$ cat config.mk
export PLATFORM = sky130hd
export DESIGN_NAME = dds_phase_gen
export DESIGN_NICKNAME = d
export VERILOG_FILES = /design/src/rtl/dds_phase_gen.sv
export SDC_FILE = /design/constraint.sdc
export NUM_CORES = 1
export LEC_CHECK = 0
export BUFFER_PORTS_ARGS = -buffer_cell sky130_fd_sc_hd__buf_4
export CORE_MARGIN = 2
export CORE_UTILIZATION = 54
export CTS_BUF_LIST = sky130_fd_sc_hd__clkbuf_16
export DETAILED_ROUTE_END_ITERATION = 8
export PLACE_DENSITY = 0.82
export SKIP_CTS_REPAIR_TIMING = 1
export SLEW_MARGIN = 15
export SYNTH_ARGS = -nofsm -noshare
export SYNTH_HDL_FRONTEND = slang
export SYNTH_SLANG_ARGS = --single-unit
$ cat constraint.sdc
create_clock -name clk -period 3.87 [get_ports clk]
set_clock_uncertainty 0.05 [all_clocks]
set_input_delay 0.387 -clock clk [delete_from_list [all_inputs] [get_ports clk]]
set_output_delay 0.387 -clock clk [all_outputs]
set_load 0.02 [all_outputs]
$ cat src/rtl/dds_phase_gen.sv
// DDS phase generator: phase accumulator driving a sine-ROM address, with
// glitch-free retune at phase wrap, period-aligned stop and ROM data realignment.
module dds_phase_gen #(
  parameter int PHASE_WIDTH = 32,
  parameter int ADDR_WIDTH  = 10,
  parameter int DATA_WIDTH  = 8,
  parameter int ROM_LATENCY = 1
) (
  input  logic                   clk,
  input  logic                   rst_n,
  input  logic                   cfg_valid,
  output logic                   cfg_ready,
  input  logic [PHASE_WIDTH-1:0] cfg_fword,
  input  logic [ADDR_WIDTH-1:0]  cfg_poffset,
  input  logic                   start,
  input  logic                   stop,
  output logic                   busy,
  output logic [ADDR_WIDTH-1:0]  rom_addr,
  input  logic [DATA_WIDTH-1:0]  rom_data,
  output logic [DATA_WIDTH-1:0]  da_data,
  output logic                   da_valid,
  output logic                   wrap_pulse,
  output logic [1:0]             dbg_state
);

  typedef enum logic [1:0] {
    S_IDLE  = 2'd0,
    S_RUN   = 2'd1,
    S_DRAIN = 2'd2
  } state_t;

  localparam logic [DATA_WIDTH-1:0] MIDSCALE   = DATA_WIDTH'(1) << (DATA_WIDTH - 1);
  localparam logic [1:0]            DRAIN_LAST = 2'(ROM_LATENCY);

  state_t                 state_q, state_d;
  logic [PHASE_WIDTH-1:0] acc_q, acc_d;
  logic [PHASE_WIDTH-1:0] fword_q, fword_d;
  logic [ADDR_WIDTH-1:0]  poffset_q, poffset_d;
  logic [PHASE_WIDTH-1:0] sh_fword_q, sh_fword_d;
  logic [ADDR_WIDTH-1:0]  sh_poffset_q, sh_poffset_d;
  logic                   pend_q, pend_d;
  logic                   stop_pend_q, stop_pend_d;
  logic [ROM_LATENCY-1:0] vld_sr_q, vld_sr_d;
  logic [1:0]             drain_cnt_q, drain_cnt_d;
  logic [ADDR_WIDTH-1:0]  rom_addr_q, rom_addr_d;
  logic [DATA_WIDTH-1:0]  da_data_q, da_data_d;
  logic                   da_valid_q, da_valid_d;
  logic                   wrap_pulse_q, wrap_pulse_d;

  logic                   cfg_fire;
  logic                   carry;
  logic [PHASE_WIDTH-1:0] acc_sum;
  logic                   vld_in;
  logic                   drain_done;

  // Config handshake: a word transfers on any edge where cfg_valid & cfg_ready;
  // the offerer holds cfg_fword/cfg_poffset stable while cfg_valid is high.
  assign cfg_ready = (state_q == S_IDLE) | ((state_q == S_RUN) & ~pend_q);
  assign cfg_fire  = cfg_valid & cfg_ready;

  assign busy       = (state_q != S_IDLE);
  assign rom_addr   = rom_addr_q;
  assign da_data    = da_data_q;
  assign da_valid   = da_valid_q;
  assign wrap_pulse = wrap_pulse_q;
  assign dbg_state  = state_q;

  always_comb begin
    state_d      = state_q;
    acc_d        = acc_q;
    fword_d      = fword_q;
    poffset_d    = poffset_q;
    sh_fword_d   = sh_fword_q;
    sh_poffset_d = sh_poffset_q;
    pend_d       = pend_q;
    stop_pend_d  = stop_pend_q;
    drain_cnt_d  = drain_cnt_q;
    rom_addr_d   = rom_addr_q;
    wrap_pulse_d = 1'b0;
    vld_in       = 1'b0;
    drain_done   = 1'b0;
    da_data_d    = da_data_q;
    da_valid_d   = 1'b0;
    {carry, acc_sum} = {1'b0, acc_q} + {1'b0, fword_q};

    case (state_q)
      S_IDLE: begin
        acc_d = '0;
        if (cfg_fire) begin
          fword_d   = cfg_fword;
          poffset_d = cfg_poffset;
        end
        if (start & ~stop) begin
          state_d    = S_RUN;
          rom_addr_d = cfg_fire ? cfg_poffset : poffset_q;
          vld_in     = 1'b1;
        end
      end
      S_RUN: begin
        acc_d        = acc_sum;
        rom_addr_d   = acc_sum[PHASE_WIDTH-1 -: ADDR_WIDTH] + poffset_q;
        vld_in       = 1'b1;
        wrap_pulse_d = carry;
        if (cfg_fire) begin
          sh_fword_d   = cfg_fword;
          sh_poffset_d = cfg_poffset;
          pend_d       = 1'b1;
        end
        // Retune only at the phase wrap so no period is ever truncated.
        if (carry & pend_q) begin
          fword_d   = sh_fword_q;
          poffset_d = sh_poffset_q;
          pend_d    = 1'b0;
        end
        stop_pend_d = stop_pend_q | stop;
        if ((carry | (fword_q == '0)) & (stop_pend_q | stop)) begin
          state_d     = S_DRAIN;
          drain_cnt_d = 2'd0;
        end
      end
      S_DRAIN: begin
        drain_cnt_d = drain_cnt_q + 2'd1;
        if (drain_cnt_q == DRAIN_LAST) begin
          state_d     = S_IDLE;
          stop_pend_d = 1'b0;
          pend_d      = 1'b0;
          drain_done  = 1'b1;
        end
      end
      default: state_d = S_IDLE;
    endcase

    vld_sr_d = ROM_LATENCY'({vld_sr_q, vld_in});
    if (vld_sr_q[ROM_LATENCY-1]) begin
      da_data_d  = rom_data;
      da_valid_d = 1'b1;
    end
    if (drain_done) da_data_d = MIDSCALE;
  end

  always_ff @(posedge clk or negedge rst_n) begin
    if (!rst_n) begin
      state_q      <= S_IDLE;
      acc_q        <= '0;
      fword_q      <= '0;
      poffset_q    <= '0;
      sh_fword_q   <= '0;
      sh_poffset_q <= '0;
      pend_q       <= 1'b0;
      stop_pend_q  <= 1'b0;
      vld_sr_q     <= '0;
      drain_cnt_q  <= 2'd0;
      rom_addr_q   <= '0;
      da_data_q    <= MIDSCALE;
      da_valid_q   <= 1'b0;
      wrap_pulse_q <= 1'b0;
    end else begin
      state_q      <= state_d;
      acc_q        <= acc_d;
      fword_q      <= fword_d;
      poffset_q    <= poffset_d;
      sh_fword_q   <= sh_fword_d;
      sh_poffset_q <= sh_poffset_d;
      pend_q       <= pend_d;
      stop_pend_q  <= stop_pend_d;
      vld_sr_q     <= vld_sr_d;
      drain_cnt_q  <= drain_cnt_d;
      rom_addr_q   <= rom_addr_d;
      da_data_q    <= da_data_d;
      da_valid_q   <= da_valid_d;
      wrap_pulse_q <= wrap_pulse_d;
    end
  end

endmodule

## Yosys cells after proc, flatten, opt, wreduce, memory -nomap -nowiden

Cells that the tools add are included.

- Reduce and logical (&&, ||, !) cells: 14
- Multiplexer cells: 28
- Bitwise gates (word level): 10
- Add/subtract/negate cells: 3
- Equal/unequal tests: 9

Operators with widths:

| operator | number |
|---|---|
| one-hot mux 32 bit (2 select lines) | 2 |
| 2-to-1 mux 32 bit | 2 |
| one-hot mux 10 bit (2 select lines) | 2 |
| adder 32 x 32 -> 33 bit | 1 |
| logical NOT 32 bit | 1 |
| 2-to-1 mux 10 bit | 3 |
| 2-to-1 mux 8 bit | 2 |
| adder 10 bit | 1 |
| AND reduction 2 bit | 5 |
| AND reduction 3 bit | 3 |
| 2-to-1 mux 1 bit | 8 |
| 2-to-1 mux 2 bit | 4 |
| nonzero test 2 bit | 4 |
| != test 2 x 1 -> 1 bit, second input constant | 3 |
| one-hot mux 1 bit (2 select lines) | 3 |
| one-hot mux 2 bit (3 select lines) | 1 |
| bitwise AND 1 bit | 5 |
| == test 2 x 1 -> 1 bit, second input constant | 2 |
| != test 2 bit, second input constant | 2 |
| one-hot mux 2 bit (2 select lines) | 1 |
| != test 3 x 2 -> 1 bit, second input constant | 1 |
| OR 1 bit | 3 |
| adder 2 x 1 -> 2 bit, second input constant | 1 |
| == test 2 bit, second input constant | 1 |
| other kinds (2) | 3 |

- Output and inout bits: 24
- Register bits: 143

## Depth between registers and ports, before layout

Gate-level depths: netlist of the first run.

- Depth after elaboration: 7
- Depth in mapped cells: 24
- Mapped depth without buffers: 24

## Worst setup path before layout of the first run

OpenSTA, ideal clock, no wires.

- Kind: flip-flop to flip-flop
- Start: register acc_q[7]
- End: register rom_addr_q[9] (netlist: rom_addr[9])
- Setup time: 142 ps
- Path slack: -353 ps
- Buffers on the path: 0
- Arrival time: 4,031 ps
- Stages on the path, launching flop included: 22
- Path through: dfrtp_1 -> ha_1 -> a41oi_1 -> o21ai_1 -> and3_4 -> a211oi_4 -> o31ai_2 -> a21bo_1 -> a21o_1 -> a21oi_2 -> xnor2_1 -> ha_1 -> a21o_1 -> a21oi_1 -> o21ai_0 -> a21oi_1 -> o21ai_0 -> a21o_1 -> a21oi_1 -> xnor2_1 -> xnor2_1 -> a31oi_1

- Longest elaborated chain between the ends: 3

RTL lines:

| element | RTL line | RTL |
|---|---|---|
| start: declaration | 36 | `logic [PHASE_WIDTH-1:0] acc_q, acc_d;` |
| start signal: assignment | 144 | `acc_q <= '0;` |
| start signal: assignment | 159 | `acc_q <= acc_d;` |
| adder 32 x 32 -> 33 bit | 84 | `{carry, acc_sum} = {1'b0, acc_q} + {1'b0, fword_q};` |
| adder 10 bit | 101 | `rom_addr_d = acc_sum[PHASE_WIDTH-1 -: ADDR_WIDTH] + poffset_q;` |
| one-hot mux 10 bit (2 select lines) | 86 | `case (state_q)` |
| end signal: assignment | 168 | `rom_addr_q <= rom_addr_d;` |
| end: declaration | 45 | `logic [ADDR_WIDTH-1:0] rom_addr_q, rom_addr_d;` |

No other way between the ends.
A chain may end at the register's enable or synchronous reset.

## Final worst setup path of the first run

- Start: register acc_q[0]
- End: register rom_addr_q[8] (netlist: rom_addr[8])

Same word-level chain as after synthesis.

==> impl_metrics.py, run 1 <==
metrics = {
    "finish": {
        "utilization_pct": 69.4,
        "antennaDiodeCount": 0,
        "drive_above_1_share_pct": 31.9,
        "nets": 1004,
        "stdcell_count": 1098,
        "synthToLayoutAreaGrowth_pct": 26.6,
    },
    "global_route": {
        "antenna_found_initial": 0,
        "grtUsageTotal_pct": 24.7,
        "globalRouteOverflowTotal": 0,
        "first_global_vias": 6557,
        "grt_max_degree": 83,
        "grt_pass1_wl_um": 31600,
    },
    "yosys": {
        "ys_seq_area_share_pct": 45.3,
        "synth_edf_count": 0,
        "synth_seq_cells": 143,
        "ys_types": 63,
        "synth_nets": 852,
        "yosys_warnings": 0,
        "synth-async-reset-ratio_pct": 100,
        "synthFlopType": "dfrtp_1",
        "synth_area_mm2": 0.00791,
        "postSynthCellCount": 750,
        "yosys-top-cells-count": "dfrtp_1 (142), nand2_1 (63), a21oi_1 (45), ha_1 (45), mux2_2 (45)",
        "synth.area.top_cells": "dfrtp_1 (45%), ha_1 (7.1%), mux2_2 (6.4%)",
        "post_synth.cell_area_avg_um2": 10.5,
        "synth_top_cell_area_share_pct": 44.9,
        "yosys.area.top_type": "dfrtp_1",
        "synth.most_common_cell": "dfrtp_1",
    },
    "floorplanning": {
        "floorplan.rows": 44,
        "fp.dieW_um": 125,
        "die-area_mm2": 0.0156,
        "die_h_um": 125,
        "start_util_pct": 54.8,
        "coreArea_mm2": 0.0144,
        "ios": 79,
    },
    "sta": {
        "hold_viol_final": 0,
        "fin_crit_sh_pct": 108,
        "rsz0062_at_grt": "yes",
        "setup_slack_ps": -324,
        "final.min_clock_period_ps": 4190,
        "maxSlewHeadroom_pct": 27.7,
        "slew_viol_final": 0,
        "setup_viol": 4,
        "max_freq_mhz": 238,
        "fin_setup_tns_ps": -787,
        "worstMarginPinSlew_ps": 1080,
    },
    "worst_setup_path": {
        "max_stage_delay_ps": 350,
        "r2r_start": "acc_q[0]",
        "r2r_slack_ps": -320,
        "crit_family": "compound AO/OA/AOI/OAI gates",
        "crit_slowest_cell": "dfrtp_1",
        "startpoint": "acc_q[0]",
        "required_ps": 4120,
        "endpoint_kind": "flop",
        "crit_fanout": 2,
        "cp_cell_sequence": "ha_2 -> inv_2 -> fa_2 -> nor2b_1 -> o21ai_1 -> a21boi_1 -> o211ai_1 -> a21oi_2 -> nor2_2 -> o21ai_2 -> xor2_1 -> ha_2 -> inv_2 -> fa_2 -> nor2b_2 -> o21ai_2 -> a21boi_2 -> o21ai_2 -> nand2b_1 -> a21o_1 -> a21oi_2 -> xnor2_1 -> a211oi_1 -> a21oi_1",
        "cp_num_cells": 24,
        "cp-start-kind": "flop",
        "critical_path_buf_inv_count": 2,
        "critical_path_class": "reg2reg",
        "crit_end": "rom_addr[8]",
        "cp_common_cell": "o21ai_2",
        "crit_arrival_ps": 4450,
        "r2r-end": "rom_addr[8]",
        "reg2reg_depth": 24,
    },
    "run": {
        "drv_cap": 0,
    },
    "routing": {
        "routed_wl_um": 19000,
        "detail_route.first_pass.iterations": 7,
        "wire_per_inst_um": 17.3,
        "drt_iter0_markers": 350,
        "drc": 0,
        "ant_nets": 0,
        "num_vias": 6454,
        "avgViaCountPerCell": 5.88,
    },
    "min_path": {
        "worstHoldPathCells": 2,
        "hold_class": "in2reg",
        "hold_path.startpoint": "rom_data[7]",
    },
    "cts": {
        "cts_tree": "yes",
        "insertion_delay_ps": 430,
        "root_buffer": "clkbuf_16",
        "clk_path_buf_depth": 2,
        "cts.sinks": 143,
        "htree_levels": 4,
        "clkTransAtPathRegs_ps": 60,
        "cts_buffers": 17,
    },
    "place": {
        "gp_congestion": 0.864,
        "hpwl_um": 12800,
        "io_buffers": 78,
        "place_inst": 1057,
        "place_worst_setup_slack_ps": -331,
    },
    "status": {
        "failed_checks": "setup timing",
        "status": "complete, but fails checks",
    },
}
metal layers:
metal  routed length [um]  up-vias  part of all wire (%)  global-route usage, %
li1                     -     3047                     -                      -
met1                 8290     3194                    44                   30.7
met2                 9360      174                    49                   43.1
met3                  832       39                   4.4                   4.96
met4                  523        0                   2.8                   8.82
met5                    0        -                     0                      0
worst min-delay path by stage:
| stage | to | slack (ps) |
|---|---|---|
| finish | da_data[7] | 140 |
| global route | da_data[7] | 140 |
| CTS | rom_addr[5] | -90 |
| detailed placement | rom_addr[5] | 360 |
| global placement | rom_addr[5] | 350 |
| floorplan | acc_q[0] | 40 |
through the flow:
stage	area, um^2	hold WS, ps
after floorplan	7980	41.4
after global placement	9260	351
after detailed placement	9260	356
after CTS	9860	-92.5
after global routing	10000	137
final	10000	141
area by class of cell:
| cell class | instances | area (um^2) |
|---|---|---|
| tap | 184 | 230 |
| sequential | 143 | 3580 |
| clock inverter | 14 | 175 |
| clock buffer | 17 | 425 |
| inverter | 37 | 139 |
| timing repair buffer | 163 | 1240 |
| fill | 1090 | 4420 |
| multi-input combinational | 540 | 4220 |
flip-flops by register name, summed over array words and instances, names as in the netlist:
name	cells
pend_q	1
stop_pend_q	1
vld_sr_q	1
acc_q	32
sh_poffset_q	10
drain_cnt_q	2
fword_q	32
poffset_q	10
wrap_pulse	1
da_valid	1
dbg_state	2
rom_addr	10
sh_fword_q	32
da_data	8
cells by family (layout without fill, tap and decap cells):
logic type / after synthesis / count (layout) / share of synthesized area [%]
simple gates: 161 / 161 / 9.40
compound gates: 238 / 238 / 22.3
flops: 143 / 143 / 45.3
buf+inv: 67 / 231 / 3.29
mux: 61 / 61 / 8.43
xor+xnor: 33 / 33 / 3.66
fa+ha+maj: 47 / 47 / 7.63
worst reg2reg max path: stages (launching register included):
cell and delay (ps):
dfrtp_1 350, ha_2 200, inv_2 40, fa_2 330, nor2b_1 120, o21ai_1 80
a21boi_1 200, o211ai_1 150, a21oi_2 200, nor2_2 70, o21ai_2 170, xor2_1 220
ha_2 230, inv_2 40, fa_2 350, nor2b_2 140, o21ai_2 80, a21boi_2 220
o21ai_2 110, nand2b_1 110, a21o_1 160, a21oi_2 70, xnor2_1 130, a211oi_1 220
a21oi_1 60
placed cells by master, fill, tap and decap left out, types with 9 or more instances in the layout:
master       n
nor2_1      35
a22o_1      11
nor3_1       9
clkbuf_16   17
nand2_1     62
buf_4      160
o21ai_0     30
ha_1        40
o22a_1      33
dfrtp_1    142
nand3_1     10
mux2i_1     16
mux2_2      44
nor4_1       9
o21a_1      34
a21o_1      18
xnor2_1     19
xor2_1      11
inv_1       35
a21oi_1     39
Power of run 1 is not shown: default switching activity piles up to over one toggle a cycle in this logic, so the estimate is an artifact.
==> run 2, diff against run 1 <==
--- a/config.mk
+++ b/config.mk
@@ -10,9 +10,10 @@
 export CORE_UTILIZATION = 54
 export CTS_BUF_LIST = sky130_fd_sc_hd__clkbuf_16
 export DETAILED_ROUTE_END_ITERATION = 8
-export PLACE_DENSITY = 0.82
+export PLACE_DENSITY_LB_ADDON = 0.05
 export SKIP_CTS_REPAIR_TIMING = 1
 export SLEW_MARGIN = 15
 export SYNTH_ARGS = -nofsm -noshare
 export SYNTH_HDL_FRONTEND = slang
 export SYNTH_SLANG_ARGS = --single-unit
+export TNS_END_PERCENT = 10
==> run 2 against run 1 <==
Effect of this change: the flow finishes with violations (hold timing, setup timing); critical path depth unchanged; global-route usage grew 1.3 points; cell area is 0.42% higher; maximum frequency fell by 4.3%; worst setup slack lost 190 ps; clock-buffer cell count unchanged; flip-flop and latch count did not move; worst hold slack got worse by 190 ps; die area stayed put; register-to-register slack worse by 190 ps; critical endpoint unchanged.
==> impl_metrics.py, run 2 (same netlist as run 1, synthesis figures left out) <==
metrics = {
    "finish": {
        "register_area_mm2": 0.00358,
        "synthToLayoutAreaGrowth_pct": 27.1,
        "layout_top_registers": "acc_q x32, fword_q x32, sh_fword_q x32",
        "fillers": 1082,
        "drive_above_1_share_pct": 32.4,
        "layout_common_cells": "buf_4 (178), dfrtp_1 (142), nand2_1 (62)",
        "layout_commonest_cell": "buf_4",
        "multi_input_area_mm2": 0.00418,
        "nets": 1021,
        "antennaDiodeCount": 0,
    },
    "sta": {
        "maxSlewHeadroom_pct": 23.4,
        "fin_crit_sh_pct": 113,
        "setup_slack_ps": -514,
        "setup_viol": 5,
        "fin_hold_ws_ps": -49.9,
        "slew_viol_final": 0,
        "worstMarginPinSlew_ps": 1150,
        "fin_setup_tns_ps": -1550,
        "final.min_clock_period_ps": 4380,
        "rsz0062_at_grt": "yes",
        "max_freq_mhz": 228,
        "hold_viol_final": 38,
    },
    "place": {
        "gp_congestion": 0.907,
        "io_buffers": 78,
        "hpwl_um": 13900,
    },
    "cts": {
        "insertion_delay_ps": 420,
        "root_buffer": "clkbuf_16",
        "cts.sinks": 143,
        "clk_path_buf_depth": 2,
        "cts_buffers": 17,
        "htree_levels": 4,
        "clkTransAtPathRegs_ps": 60,
        "cts_tree": "yes",
    },
    "worst_setup_path": {
        "reg2reg_depth": 24,
        "critical_path_class": "reg2reg",
        "r2r_slack_ps": -510,
        "r2r-end": "rom_addr[8]",
        "cp-start-kind": "flop",
        "crit_arrival_ps": 4590,
        "endpoint_kind": "flop",
        "required_ps": 4070,
        "r2r_start": "acc_q[0]",
        "crit_fanout": 3,
    },
    "routing": {
        "routed_wl_um": 19800,
        "avgViaCountPerCell": 5.77,
        "ant_nets": 0,
        "detail_route.first_pass.iterations": 5,
        "drc": 0,
        "num_vias": 6442,
        "drt_iter0_markers": 470,
        "wire_per_inst_um": 17.8,
    },
    "global_route": {
        "grt_max_degree": 81,
        "first_global_vias": 6723,
        "grtUsageTotal_pct": 26.0,
        "globalRouteOverflowTotal": 0,
        "grt_pass1_wl_um": 32800,
        "antenna_found_initial": 0,
    },
    "floorplanning": {
        "fp.dieW_um": 125,
        "die_h_um": 125,
        "ios": 79,
        "floorplan.rows": 44,
        "die-area_mm2": 0.0156,
        "coreArea_mm2": 0.0144,
        "start_util_pct": 54.8,
    },
    "status": {
        "status": "complete, but fails checks",
        "failed_checks": "hold timing, setup timing",
    },
    "run": {
        "drv_cap": 0,
    },
    "min_path": {
        "hold_class": "in2async",
    },
}
==> run 2: cell types whose count changed in the layout (fill, tap and decap cells not counted), sizes merged <==
| cell | before | now |
|---|---|---|
| clkinv | 10 | 9 |
| dlygate4sd3 | 1 | 0 |
| inv | 37 | 38 |
| clkinvlp | 0 | 3 |
| bufinv | 4 | 2 |
| buf | 162 | 180 |
==> run 2: worst max path at each step <==
stage	startpoint	end	slack [ps]	cells past startpoint
final	acc_q[0]	rom_addr[8]	-510	24
after global routing	acc_q[0]	rom_addr[8]	-760	24
after CTS	acc_q[0]	rom_addr[8]	-790	22
after detailed placement	acc_q[0]	rom_addr[8]	-730	22
after global placement	acc_q[0]	rom_addr[8]	-390	22
after floorplan	acc_q[1]	rom_addr[9]	2	21
==> run 2: cell type report <==
type | count | area share (%)
Tap cell | 184 | 2.29
Clock inverter | 15 | 1.29
Sequential cell | 143 | 35.6
Clock buffer | 17 | 4.23
Timing Repair Buffer | 180 | 13.6
Multi-Input combinational cell | 540 | 41.6
Inverter | 37 | 1.38
==> run 2: through the flow <==
stage | instances | instance area, um^2 | util, % | setup WS (ps)
3_3_place_gp | 1078 | 9410 | 65.3 | -395
5_1_grt | 1116 | 10000 | 69.7 | -763
6_report | 1116 | 10000 | 69.7 | -514
2_1_floorplan | 750 | 7980 | - | 2.08
3_5_place_dp | 1078 | 9410 | 65.3 | -733
4_1_cts | 1110 | 9970 | 69.1 | -789
==> run 2: critical path: stages, from the launching register on <==
cell      delay, ps
dfrtp_1         360
ha_2            190
inv_2            40
fa_2            330
nor2b_1         130
o21ai_1         100
a21boi_1        240
o211ai_1        180
a21oi_2         240
nor2_2           70
o21ai_2         170
xor2_1          240
ha_2            240
inv_2            40
fa_2            330
nor2b_1         110
o21ai_1         100
a21boi_1        200
o21ai_1         110
nand2b_1        110
a21o_1          150
a21oi_2          80
xnor2_1         130
a211oi_1        200
a21oi_1          70
==> run 2: layer usage <==
metal | routed length, um | global-route usage [%]
met3 | 919 | 5.95
met5 | 0 | 0
met2 | 9760 | 43.4
met4 | 422 | 9.08
met1 | 8750 | 33.6
Power of run 2 is left out for the same reason.
==> run 3, diff against run 2 <==
--- a/config.mk
+++ b/config.mk
@@ -5,14 +5,15 @@
 export SDC_FILE = /design/constraint.sdc
 export NUM_CORES = 1
 export LEC_CHECK = 0
+export ABC_AREA = 1
 export BUFFER_PORTS_ARGS = -buffer_cell sky130_fd_sc_hd__buf_4
 export CORE_MARGIN = 2
-export CORE_UTILIZATION = 54
+export CORE_UTILIZATION = 65
 export CTS_BUF_LIST = sky130_fd_sc_hd__clkbuf_16
 export DETAILED_ROUTE_END_ITERATION = 8
 export PLACE_DENSITY_LB_ADDON = 0.05
 export SKIP_CTS_REPAIR_TIMING = 1
-export SLEW_MARGIN = 15
+export SLEW_MARGIN = 10
 export SYNTH_ARGS = -nofsm -noshare
 export SYNTH_HDL_FRONTEND = slang
 export SYNTH_SLANG_ARGS = --single-unit
==> constraint.sdc (replaced) <==
create_clock -name clk -period 5.65 [get_ports clk]
set_clock_uncertainty 0.05 [all_clocks]
set_input_delay 0.565 -clock clk [delete_from_list [all_inputs] [get_ports clk]]
set_output_delay 0.565 -clock clk [all_outputs]
set_load 0.02 [all_outputs]
==> run 3 against run 2 <==
Effect of this change: the run now ends clean; global-route usage rose by 5.6 points; first-iteration DRC count rose by 81%; core utilization is 5.5 points higher; critical path type unchanged; area after synthesis rose by 9.0%; worst hold slack improved by 200 ps.
==> impl_metrics.py, run 3 <==
metrics = {
    "status": {
        "status": "finished, final reports clean",
    },
    "cts": {
        "insertion_delay_ps": 420,
        "cts_tree": "yes",
        "htree_levels": 4,
        "cts_buffers": 17,
        "cts.sinks": 143,
        "root_buffer": "clkbuf_16",
        "clk_path_buf_depth": 2,
        "clkTransAtPathRegs_ps": 60,
    },
    "worst_setup_path": {
        "reg2reg_depth": 27,
        "critical_path_class": "reg2reg",
        "crit_arrival_ps": 4340,
        "crit_fanout": 5,
        "cp-start-kind": "flop",
        "endpoint_kind": "flop",
        "required_ps": 5950,
    },
    "yosys": {
        "synth_area_mm2": 0.00862,
        "postSynthCellCount": 1151,
        "synth_edf_count": 0,
        "yosys.area.top_type": "dfrtp_1",
        "synth_seq_cells": 143,
        "ys_types": 47,
        "synth.area.top_cells": "dfrtp_1 (41%), nand2_1 (17%), o21ai_0 (6.7%)",
        "post_synth.cell_area_avg_um2": 7.49,
        "yosys-top-cells-count": "nand2_1 (384), dfrtp_1 (142), o21ai_0 (115), inv_1 (113), nor2_1 (78)",
        "synth_nets": 1253,
        "ys_seq_area_share_pct": 41.5,
        "synth.most_common_cell": "nand2_1",
        "synth-async-reset-ratio_pct": 100,
        "synthFlopType": "dfrtp_1",
        "yosys_warnings": 0,
        "synth_top_cell_area_share_pct": 41.2,
    },
    "global_route": {
        "grtUsageTotal_pct": 31.6,
        "first_global_vias": 7137,
        "antenna_found_initial": 0,
        "globalRouteOverflowTotal": 0,
        "grt_max_degree": 97,
        "grt_pass1_wl_um": 35600,
    },
    "finish": {
        "drive_above_1_share_pct": 11.9,
        "synthToLayoutAreaGrowth_pct": 14.1,
        "layout_top_registers": "acc_q x32, fword_q x32, sh_fword_q x32",
        "nets": 1317,
        "fillers": 977,
        "antennaDiodeCount": 0,
        "layout_common_cells": "nand2_1 (383), dfrtp_1 (142), o21ai_0 (115), inv_1 (115), buf_4 (84)",
        "register_area_mm2": 0.00358,
        "layout_commonest_cell": "nand2_1",
        "multi_input_area_mm2": 0.00442,
        "stdcell_count": 1404,
    },
    "sta": {
        "slew_viol_final": 0,
        "max_freq_mhz": 248,
        "setup_slack_ps": 1610,
        "fin_crit_sh_pct": 71.5,
        "final.min_clock_period_ps": 4040,
        "hold_viol_final": 0,
        "worstMarginPinSlew_ps": 937,
        "maxSlewHeadroom_pct": 37.5,
        "rsz0062_at_grt": "no",
        "fin_setup_tns_ps": 0,
        "setup_viol": 0,
    },
    "routing": {
        "ant_nets": 0,
        "drc": 0,
        "avgViaCountPerCell": 5.56,
        "drt_iter0_markers": 852,
        "num_vias": 7808,
        "routed_wl_um": 21100,
        "wire_per_inst_um": 15.0,
        "detail_route.first_pass.iterations": 5,
    },
    "place": {
        "hpwl_um": 15200,
        "place_inst": 1372,
        "io_buffers": 78,
        "gp_congestion": 0.951,
        "place_worst_setup_slack_ps": 1700,
    },
    "floorplanning": {
        "fp.dieW_um": 119,
        "die-area_mm2": 0.0142,
        "die_h_um": 119,
        "start_util_pct": 65.9,
        "coreArea_mm2": 0.0131,
        "floorplan.rows": 42,
        "ios": 79,
    },
    "pwr": {
        "power-per-cell-area_mw_per_mm2": 613,
        "power_leakage_nw": 5.12,
        "vdd_drop_max_v": 0.000444,
    },
    "run": {
        "drv_cap": 0,
    },
    "min_path": {
        "hold_class": "in2async",
    },
}
run 3: power breakdown:
group | leakage (nW) | switching [mW] | total [mW] | internal [mW]
Clock | 0.274 | 0.449 | 1.05 | 0.602
Combinational | 3.05 | 2.05 | 3.18 | 1.13
Sequential | 1.80 | 0.326 | 1.80 | 1.48
Total | 5.12 | 2.83 | 6.04 | 3.21
run 3: final cells by class:
cell class | instances | share of cell area, %
multi-input cells | 852 | 44.9
flip-flops and latches | 143 | 36.4
repair buffers | 85 | 6.52
inverters | 116 | 4.43
clock buffers | 17 | 4.32
well taps | 176 | 2.24
clock inverters | 15 | 1.22
run 3: worst paths after layout:
check                                   to  slack, ps             from
setup / recovery               rom_addr[8]       1610       fword_q[0]
hold / removal               sh_fword_q[7]        150            rst_n
setup reg to reg               rom_addr[8]       1610       fword_q[0]
hold reg to reg            sh_poffset_q[2]        430  sh_poffset_q[2]
max in group asynchronous      rom_addr[7]       4170            rst_n
min in group clk                da_data[7]        310      rom_data[7]
run 3: critical path, cell delays in order, from the launching register on:
cell and delay [ps]:
dfrtp_1 400, ha_1 200, inv_1 60, fa_1 410
o21ai_2 250, nand2_1 70, nand2_1 100, a21o_1 190
nand2_1 70, nand2_1 140, nand2_1 70, nand2_1 80
or2_2 110, and2_1 130, ha_1 180, inv_1 70
fa_1 350, inv_1 110, nand3_1 80, nand2_1 110
nand2_1 60, nand2_1 60, a21oi_1 70, nor2_1 120
o21ai_0 110, nand3_1 90, nand3_1 70, a21oi_1 150
run 3: per-stage QoR:
| stage | area (um^2) | utilization, % | hold slack, ps | power, mW |
|---|---|---|---|---|
| 2_1_floorplan | 8620 | - | 219 | 4.12 |
| 3_3_place_gp | 9290 | 71.0 | 407 | 4.86 |
| 3_5_place_dp | 9290 | 71.0 | 417 | 4.93 |
| 4_1_cts | 9840 | 75.2 | 191 | 6.02 |
| 5_1_grt | 9840 | 75.2 | 220 | 6.58 |
| 6_report | 9840 | 75.2 | 147 | 6.04 |
run 3: cell families after synthesis:
logic type	count (synthesis)	share of synthesized area (%)
AO/OA/AOI/OAI	217	14.5
XOR/XNOR	14	1.42
adder cells (fa/ha/maj)	47	7.00
buffers and inverters	156	7.45
flip-flops	143	41.5
multiplexers	1	0.131
AND/OR/NAND/NOR	573	28.0
run 3: per-layer routing:
metal | GRT usage, % | vias to the layer above | share of wire [%]
met5 | 0 | - | 0
met4 | 7.59 | 0 | 1.2
met3 | 6.42 | 27 | 7.1
met2 | 44.0 | 291 | 42
met1 | 50.5 | 3598 | 49
li1 | - | 3892 | -
No activity file was read; power rests on OpenSTA's default activity.
